$ cat config.mk
export PLATFORM = sky130hd
export DESIGN_NAME = op_sequencer
export DESIGN_NICKNAME = d
export VERILOG_FILES = /design/src/rtl/op_sequencer.sv
export SDC_FILE = /design/constraint.sdc
export NUM_CORES = 1
export LEC_CHECK = 0
export CORE_AREA = 4 4 285 287
export DETAILED_ROUTE_END_ITERATION = 8
export DIE_AREA = 0 0 289 291
export HOLD_SLACK_MARGIN = 0.05
export PLACE_DENSITY_LB_ADDON = 0.12
export REMOVE_ABC_BUFFERS = 1
export SLEW_MARGIN = 15
export SYNTH_ARGS = -nofsm -noshare
export SYNTH_HDL_FRONTEND = slang
export SYNTH_SLANG_ARGS = --single-unit
$ cat constraint.sdc
create_clock -name clk -period 6.3 [get_ports clk]
set_input_delay 0.63 -clock clk [delete_from_list [all_inputs] [get_ports clk]]
set_output_delay 0.63 -clock clk [all_outputs]
set_load 0.01 [all_outputs]
$ cat src/rtl/op_sequencer.sv
// -----------------------------------------------------------------------------
// op_sequencer
//
// Purpose:
//   Command front end for the training controller. Host words arrive on a
//   valid/ready stream and are buffered in a small FIFO. A sequencer FSM pops
//   header words, decodes them, and drives the controller's operation, in_data
//   and enable inputs. All controller-facing outputs are registered.
//
//   Write commands (mode 2) stream LEN+1 payload words, one per enabled cycle.
//   Calc commands (mode 1) hold the operation with enable high for CALC_CYCLES
//   cycles. Every command ends with one NOP cycle (op 0, data 0, enable 1) so
//   the controller re-arms.
//
// Header word layout:
//   [3:0]   mode  (0 NOP, 1 calc, 2 write, anything else is illegal)
//   [22:4]  passed through to op_out unchanged
//   [31:23] LEN, payload count minus 1 (write only); forced to 0 on op_out
//
// Parameters:
//   DEPTH        input FIFO depth in words (power of 2, >= 2)
//   CALC_CYCLES  cycles a calc operation is held with enable high (>= 1)
//
// Ports:
//   clk         clock
//   reset       synchronous, active-high reset
//   s_valid     host word valid
//   s_ready     FIFO has room; a word is accepted when s_valid && s_ready
//   s_data      host word (header or payload)
//   op_out      operation to the controller
//   data_out    in_data to the controller
//   ctl_enable  enable to the controller
//   busy        FSM not idle, or FIFO not empty
//   err         sticky illegal-mode flag, cleared only by reset
//   cmd_count   (only with OPSEQ_CMD_COUNT_EN) completed commands, wraps
//
// Configuration:
//   OPSEQ_CMD_COUNT_EN  when defined, adds the 16-bit cmd_count output which
//                       increments once per DRAIN cycle.
// -----------------------------------------------------------------------------
module op_sequencer #(
  parameter int DEPTH       = 16,
  parameter int CALC_CYCLES = 80
) (
  input  logic        clk,
  input  logic        reset,
  input  logic        s_valid,
  output logic        s_ready,
  input  logic [31:0] s_data,
  output logic [31:0] op_out,
  output logic [31:0] data_out,
  output logic        ctl_enable,
  output logic        busy,
  output logic        err
`ifdef OPSEQ_CMD_COUNT_EN
  ,
  output logic [15:0] cmd_count
`endif
);

  localparam int AW = $clog2(DEPTH);
  localparam int CW = (CALC_CYCLES > 1) ? $clog2(CALC_CYCLES) : 1;

  localparam logic [AW-1:0] PTR_ONE   = AW'(1);
  localparam logic [AW:0]   CNT_ONE   = (AW+1)'(1);
  localparam logic [AW:0]   CNT_DEPTH = (AW+1)'(DEPTH);
  localparam logic [CW-1:0] CALC_LAST = CW'(CALC_CYCLES - 1);
  localparam logic [CW-1:0] CALC_ONE  = CW'(1);

  // WEND is the cycle the final payload word is on the outputs; DRAIN is the
  // cycle the NOP is on the outputs.
  typedef enum logic [2:0] {
    IDLE,
    CALC,
    WRITE,
    WEND,
    DRAIN
  } state_e;

  // ---------------------------------------------------------------------------
  // FIFO storage and bookkeeping
  // ---------------------------------------------------------------------------
  logic [31:0]   mem_q [DEPTH];
  logic [AW-1:0] wrPtr_q;
  logic [AW-1:0] rdPtr_q;
  logic [AW:0]   count_q;
  logic [AW:0]   count_d;
  logic          sReady_q;
  logic          push;
  logic          pop;
  logic [31:0]   head;

  // ---------------------------------------------------------------------------
  // Sequencer state and registered outputs
  // ---------------------------------------------------------------------------
  state_e        state_q;
  logic [31:0]   op_q;
  logic [31:0]   data_q;
  logic          en_q;
  logic          err_q;
  logic [CW-1:0] calcCnt_q;
  logic [8:0]    remain_q;

  assign push = s_valid && sReady_q;
  assign head = mem_q[rdPtr_q];

  // The FSM only consumes words while it is looking for a header (IDLE, and
  // DRAIN which behaves as IDLE for decoding) or streaming write payload.
  always_comb begin
    pop = 1'b0;
    if (count_q != '0) begin
      if (state_q == IDLE || state_q == DRAIN || state_q == WRITE) begin
        pop = 1'b1;
      end
    end
  end

  // Occupancy after this cycle's push/pop; a simultaneous push and pop cancel.
  always_comb begin
    count_d = count_q;
    case ({push, pop})
      2'b10:   count_d = count_q + CNT_ONE;
      2'b01:   count_d = count_q - CNT_ONE;
      default: count_d = count_q;
    endcase
  end

  // Storage array has no reset; stale contents are never read because the
  // pointers and count are cleared.
  always_ff @(posedge clk) begin
    if (push) begin
      mem_q[wrPtr_q] <= s_data;
    end
  end

  // s_ready is registered from the next occupancy so it is low during reset
  // and rises the cycle after reset is released. A full FIFO refuses a push
  // even if a pop happens in the same cycle.
  always_ff @(posedge clk) begin
    if (reset) begin
      wrPtr_q  <= '0;
      rdPtr_q  <= '0;
      count_q  <= '0;
      sReady_q <= 1'b0;
    end else begin
      if (push) begin
        wrPtr_q <= wrPtr_q + PTR_ONE;
      end
      if (pop) begin
        rdPtr_q <= rdPtr_q + PTR_ONE;
      end
      count_q  <= count_d;
      sReady_q <= (count_d < CNT_DEPTH);
    end
  end

  // Main sequencer. Outputs are loaded on the edge that leaves the deciding
  // cycle, so a header popped in cycle t is visible on op_out in cycle t+1.
  always_ff @(posedge clk) begin
    if (reset) begin
      state_q   <= IDLE;
      op_q      <= '0;
      data_q    <= '0;
      en_q      <= 1'b0;
      err_q     <= 1'b0;
      calcCnt_q <= '0;
      remain_q  <= '0;
    end else begin
      case (state_q)
        IDLE, DRAIN: begin
          en_q    <= 1'b0;
          state_q <= IDLE;
          if (count_q != '0) begin
            case (head[3:0])
              4'd0: begin
              end
              4'd1: begin
                state_q   <= CALC;
                op_q      <= {9'd0, head[22:0]};
                en_q      <= 1'b1;
                calcCnt_q <= CALC_LAST;
              end
              4'd2: begin
                state_q  <= WRITE;
                op_q     <= {9'd0, head[22:0]};
                remain_q <= head[31:23];
              end
              default: begin
                err_q <= 1'b1;
              end
            endcase
          end
        end

        // The enable is already high for the first held cycle; when the
        // counter reaches zero the last held cycle is on the outputs, so the
        // NOP is loaded directly.
        CALC: begin
          if (calcCnt_q == '0) begin
            state_q <= DRAIN;
            op_q    <= '0;
            data_q  <= '0;
            en_q    <= 1'b1;
          end else begin
            calcCnt_q <= calcCnt_q - CALC_ONE;
          end
        end

        // Payload words are issued as they arrive; an empty FIFO stalls with
        // the enable low and op/data holding their last values.
        WRITE: begin
          if (count_q != '0) begin
            data_q <= head;
            en_q   <= 1'b1;
            if (remain_q == '0) begin
              state_q <= WEND;
            end else begin
              remain_q <= remain_q - 9'd1;
            end
          end else begin
            en_q <= 1'b0;
          end
        end

        WEND: begin
          state_q <= DRAIN;
          op_q    <= '0;
          data_q  <= '0;
          en_q    <= 1'b1;
        end

        default: begin
          state_q <= IDLE;
          en_q    <= 1'b0;
        end
      endcase
    end
  end

`ifdef OPSEQ_CMD_COUNT_EN
  logic [15:0] cmdCount_q;

  // One DRAIN cycle closes every calc or write command; NOP and illegal
  // headers never reach DRAIN and so are not counted.
  always_ff @(posedge clk) begin
    if (reset) begin
      cmdCount_q <= '0;
    end else if (state_q == DRAIN) begin
      cmdCount_q <= cmdCount_q + 16'd1;
    end
  end

  assign cmd_count = cmdCount_q;
`endif

  assign s_ready    = sReady_q;
  assign op_out     = op_q;
  assign data_out   = data_q;
  assign ctl_enable = en_q;
  assign err        = err_q;
  assign busy       = (state_q != IDLE) || (count_q != '0);

endmodule

==> flow_metrics.py <==
metrics = {
    "synthesis": {
        "yosys-mux-area-fraction_pct": 15.9,
        "synth_area_leaders": "sky130_fd_sc_hd__edfxtp_1 (65%), sky130_fd_sc_hd__mux4_2 (14%), sky130_fd_sc_hd__dfxtp_1 (8.0%), sky130_fd_sc_hd__nor2_1 (1.2%), sky130_fd_sc_hd__nand2_1 (1.2%)",
        "synthCells": 1237,
        "mapped_area_um2": 23500,
        "async_flop_share_pct": 0,
        "yosys_register_bits": 606,
        "netlist-cell-type-count": 63,
        "synth-compound-area-share_pct": 3.40,
        "synth_top_area_share_pct": 65.4,
        "synth_xor_xnor_area_share_pct": 0.596,
        "share_of_synthesized_area_occupied_by_flip_flops_and_latches_pct": 73.4,
        "synth_warnings": 0,
        "avgSynthCellArea_um2": 19.0,
        "synth_top_flop_cell": "sky130_fd_sc_hd__edfxtp_1",
        "yosys.area_share.simple_pct": 4.23,
        "synthAdderAreaFrac_pct": 0.639,
        "synth_edf_count": 512,
        "synth_top_area_cell": "sky130_fd_sc_hd__edfxtp_1",
        "combinational_family_with_the_most_area_after_synthesis": "multiplexers",
    },
    "timing": {
        "rsz_0062_raised_after_global_routing": "false",
        "max_slew.worst_pin.slew_ns": 1.14,
        "setup_tns_ns": 0,
        "final.period_utilization_pct": 57.4,
        "max_slew_margin_pct": 24.2,
        "setup-violations-final": 0,
        "post-route-min-period_ns": 3.62,
        "clock-skew-final_ns": 0.0209,
        "postLayoutSetupSlackWorst_ns": 2.68,
        "number_of_hold_violations_in_the_final_report": 0,
        "slew_viol_final": 0,
        "maxClockFrequency_mhz": 276,
    },
    "detailed_routing": {
        "drt-initial-drc-count": 973,
        "first_pass_iters": 5,
        "detailroute.wirelength.met2_mm": 29.1,
        "detailroute.via_count": 11900,
        "route.top_layer_used": "met5",
        "detail_route.wirelength.met1_mm": 28.7,
        "detail_route.vias_per_cell": 4.83,
        "wl_met3_mm": 2.67,
        "totalWireLength_mm": 61.7,
        "avgRoutedWirePerCell_um": 25.0,
        "final_antenna_net_count": 0,
        "drc": 0,
    },
    "power": {
        "areal_power_density_over_the_cells_nw_per_um2": 406,
        "leakage_nw": 8.79,
        "power_mw": 11.3,
        "ir_drop_uv": 201,
    },
    "floorplan": {
        "die_area_um2": 84100,
        "boundaryPins": 103,
        "start_util_pct": 29.9,
        "core.rowCount": 103,
        "die_width_um": 289,
        "core_um2": 78600,
        "dieHeight_um": 291,
    },
    "clock_network": {
        "clock_latency_ns": 0.59,
        "tritoncts_num_sinks": 606,
        "worst_setup_hold_path_clk_slew_ns": 0.06,
        "cts_setup_buffers": 0,
        "postCtsHoldBufs": 0,
        "ctsHtreeMaxLevel": 3,
        "tritoncts_clock_tree": "done",
        "maximum_root_to_sink_buffer_count": 3,
        "cts_repair_resized_insts": 0,
        "cts_root_buffer": "sky130_fd_sc_hd__clkbuf_16",
        "cts_inserted_buffers": 68,
    },
    "grt": {
        "number_of_antenna_violations_at_the_first_check_in_global_routing": 5,
        "grt.total_usage_pct": 14.8,
        "grt_remaining_overflow": 0,
        "grt_max_degree": 58,
        "grt_first_pass_wirelength_mm": 90.1,
        "grt_pass1_vias": 12700,
    },
    "final_layout": {
        "mostFrequentLayoutCells": "sky130_fd_sc_hd__edfxtp_1 (512), sky130_fd_sc_hd__mux4_2 (149), sky130_fd_sc_hd__clkdlybuf4s50_1 (92)",
        "layout.cells.most_common": "sky130_fd_sc_hd__edfxtp_1",
        "fin_nets": 1408,
        "flow.area_growth_from_synthesis_pct": 18.6,
        "final_util_pct": 35.5,
        "fillerInstances": 7373,
        "layout-drive-gt1-share_pct": 21.7,
    },
    "place": {
        "dp.final_hpwl_mm": 33.2,
        "placement.io_buffers": 93,
        "place_congestion": 0.719,
        "place_worst_setup_slack_ns": 2.56,
    },
    "setup_path": {
        "chain_of_cells_forming_the_critical_path": "buf_4 -> nand3_1 -> nand3_2 -> a211oi_2 -> a21boi_4 -> buf_4 -> mux2i_1",
        "crit_type": "reg -> reg",
        "cpMaxStageDelayCell": "sky130_fd_sc_hd__dfxtp_4",
        "setup.worst_path.end_class": "flop",
        "start_kind": "flop",
        "rr_worst_depth": 7,
        "worst-endpoint-arrival_ns": 4.13,
        "cp_max_fo": 57,
        "reg2reg_slack_ns": 2.68,
        "timing.critical_path.mode_cell": "sky130_fd_sc_hd__buf_4",
        "cp_slowest_stage_delay_ns": 1.01,
        "crit_buf_inv": 2,
        "critical_path_required_ns": 6.81,
        "worstSetupPathDepth": 7,
        "end_of_the_worst_register_to_register_path": "op_out[22]",
        "timing.critical_path.max_delay_family": "buffers and inverters",
    },
    "run_status": {
        "outcome": "finished, final reports clean",
    },
    "hold_path": {
        "worst_hold_path.num_cells": 2,
        "worstHoldEndpoint": "data_out[20]",
        "holdCritStartpoint": "reset",
        "min-delay-path-class": "in -> reg",
    },
    "job": {
        "maxCapViolations": 0,
    },
}
## layer usage
| layer | up-vias | track usage [%] |
|---|---|---|
| met2 | 247 | 23.3 |
| met4 | 4 | 4.29 |
| met3 | 86 | 2.61 |
| met1 | 6357 | 21.0 |
| li1 | 5219 | - |
| met5 | - | 0 |
## worst reg2reg max path, stage by stage, from the launching register on
cell,delay (ns)
sky130_fd_sc_hd__dfxtp_4,1.01
sky130_fd_sc_hd__buf_4,0.67
sky130_fd_sc_hd__nand3_1,0.20
sky130_fd_sc_hd__nand3_2,0.23
sky130_fd_sc_hd__a211oi_2,0.12
sky130_fd_sc_hd__a21boi_4,0.63
sky130_fd_sc_hd__buf_4,0.45
sky130_fd_sc_hd__mux2i_1,0.24
## area by class of cell
class,count,area [µm²],area share [%]
Clock buffer,90,1860,6.66
Clock inverter,32,255,0.915
Inverter,14,52.6,0.188
Sequential cell,606,17300,61.9
Tap cell,1050,1310,4.71
Timing Repair Buffer,122,1140,4.10
Multi-Input combinational cell,549,5990,21.5
Antenna cell,1,2.50,0.00898
## registers in the layout, summed over array words and instances (netlist names), 3 cells and up, named ones only
name	cells
count_q	4
remain_q	9
wrPtr_q	4
data_out	32
rdPtr_q	4
state_q	3
calcCnt_q	7
op_out	23
mem_q	512
## metrics by stage
stage          cell area, µm²  hold WS, ns  std cells
2_1_floorplan           23200        0.450       1169
3_3_place_gp            25800        0.448       2341
3_5_place_dp            25800        0.452       2341
4_1_cts                 27900        0.391       2463
5_1_grt                 27900        0.436       2463
6_report                27900        0.435       2464
## Yosys cell counts (9+ instances only)
cell,number
sky130_fd_sc_hd__buf_4,11
sky130_fd_sc_hd__edfxtp_1,512
sky130_fd_sc_hd__clkbuf_1,42
sky130_fd_sc_hd__nand2_1,76
sky130_fd_sc_hd__nand3_1,14
sky130_fd_sc_hd__o21ai_0,13
sky130_fd_sc_hd__mux4_2,149
sky130_fd_sc_hd__nor3_1,9
sky130_fd_sc_hd__a21oi_1,23
sky130_fd_sc_hd__nor2_1,77
sky130_fd_sc_hd__a22oi_1,33
sky130_fd_sc_hd__inv_1,13
sky130_fd_sc_hd__buf_2,15
sky130_fd_sc_hd__mux2i_1,26
sky130_fd_sc_hd__ha_1,12
sky130_fd_sc_hd__dfxtp_1,94
## worst max path at each step
stage,startpoint,to,slack (ns)
2_1_floorplan,flop,op_out[10],-1.53
3_3_place_gp,flop,data_out[16],2.53
3_5_place_dp,flop,data_out[16],2.56
4_1_cts,flop,data_out[16],2.56
5_1_grt,flop,data_out[31],2.33
6_report,flop,op_out[22],2.68
## cell families after synthesis
logic type / Yosys count
other: 1
AOI/OAI and AO/OA: 111
adders and majority gates: 12
DFF: 606
xor gates and xnor gates: 16
and+or+nand+nor: 219
buffers and inverters: 90
muxes: 182
## report_power, final
group	total (mW)	switching, mW	leakage (nW)	internal [mW]
sequential	4.87	0.290	5.37	4.58
combinational	2.65	1.39	2.39	1.25
clock	3.79	1.56	1.02	2.24
Power figures use the tool's default switching activity.
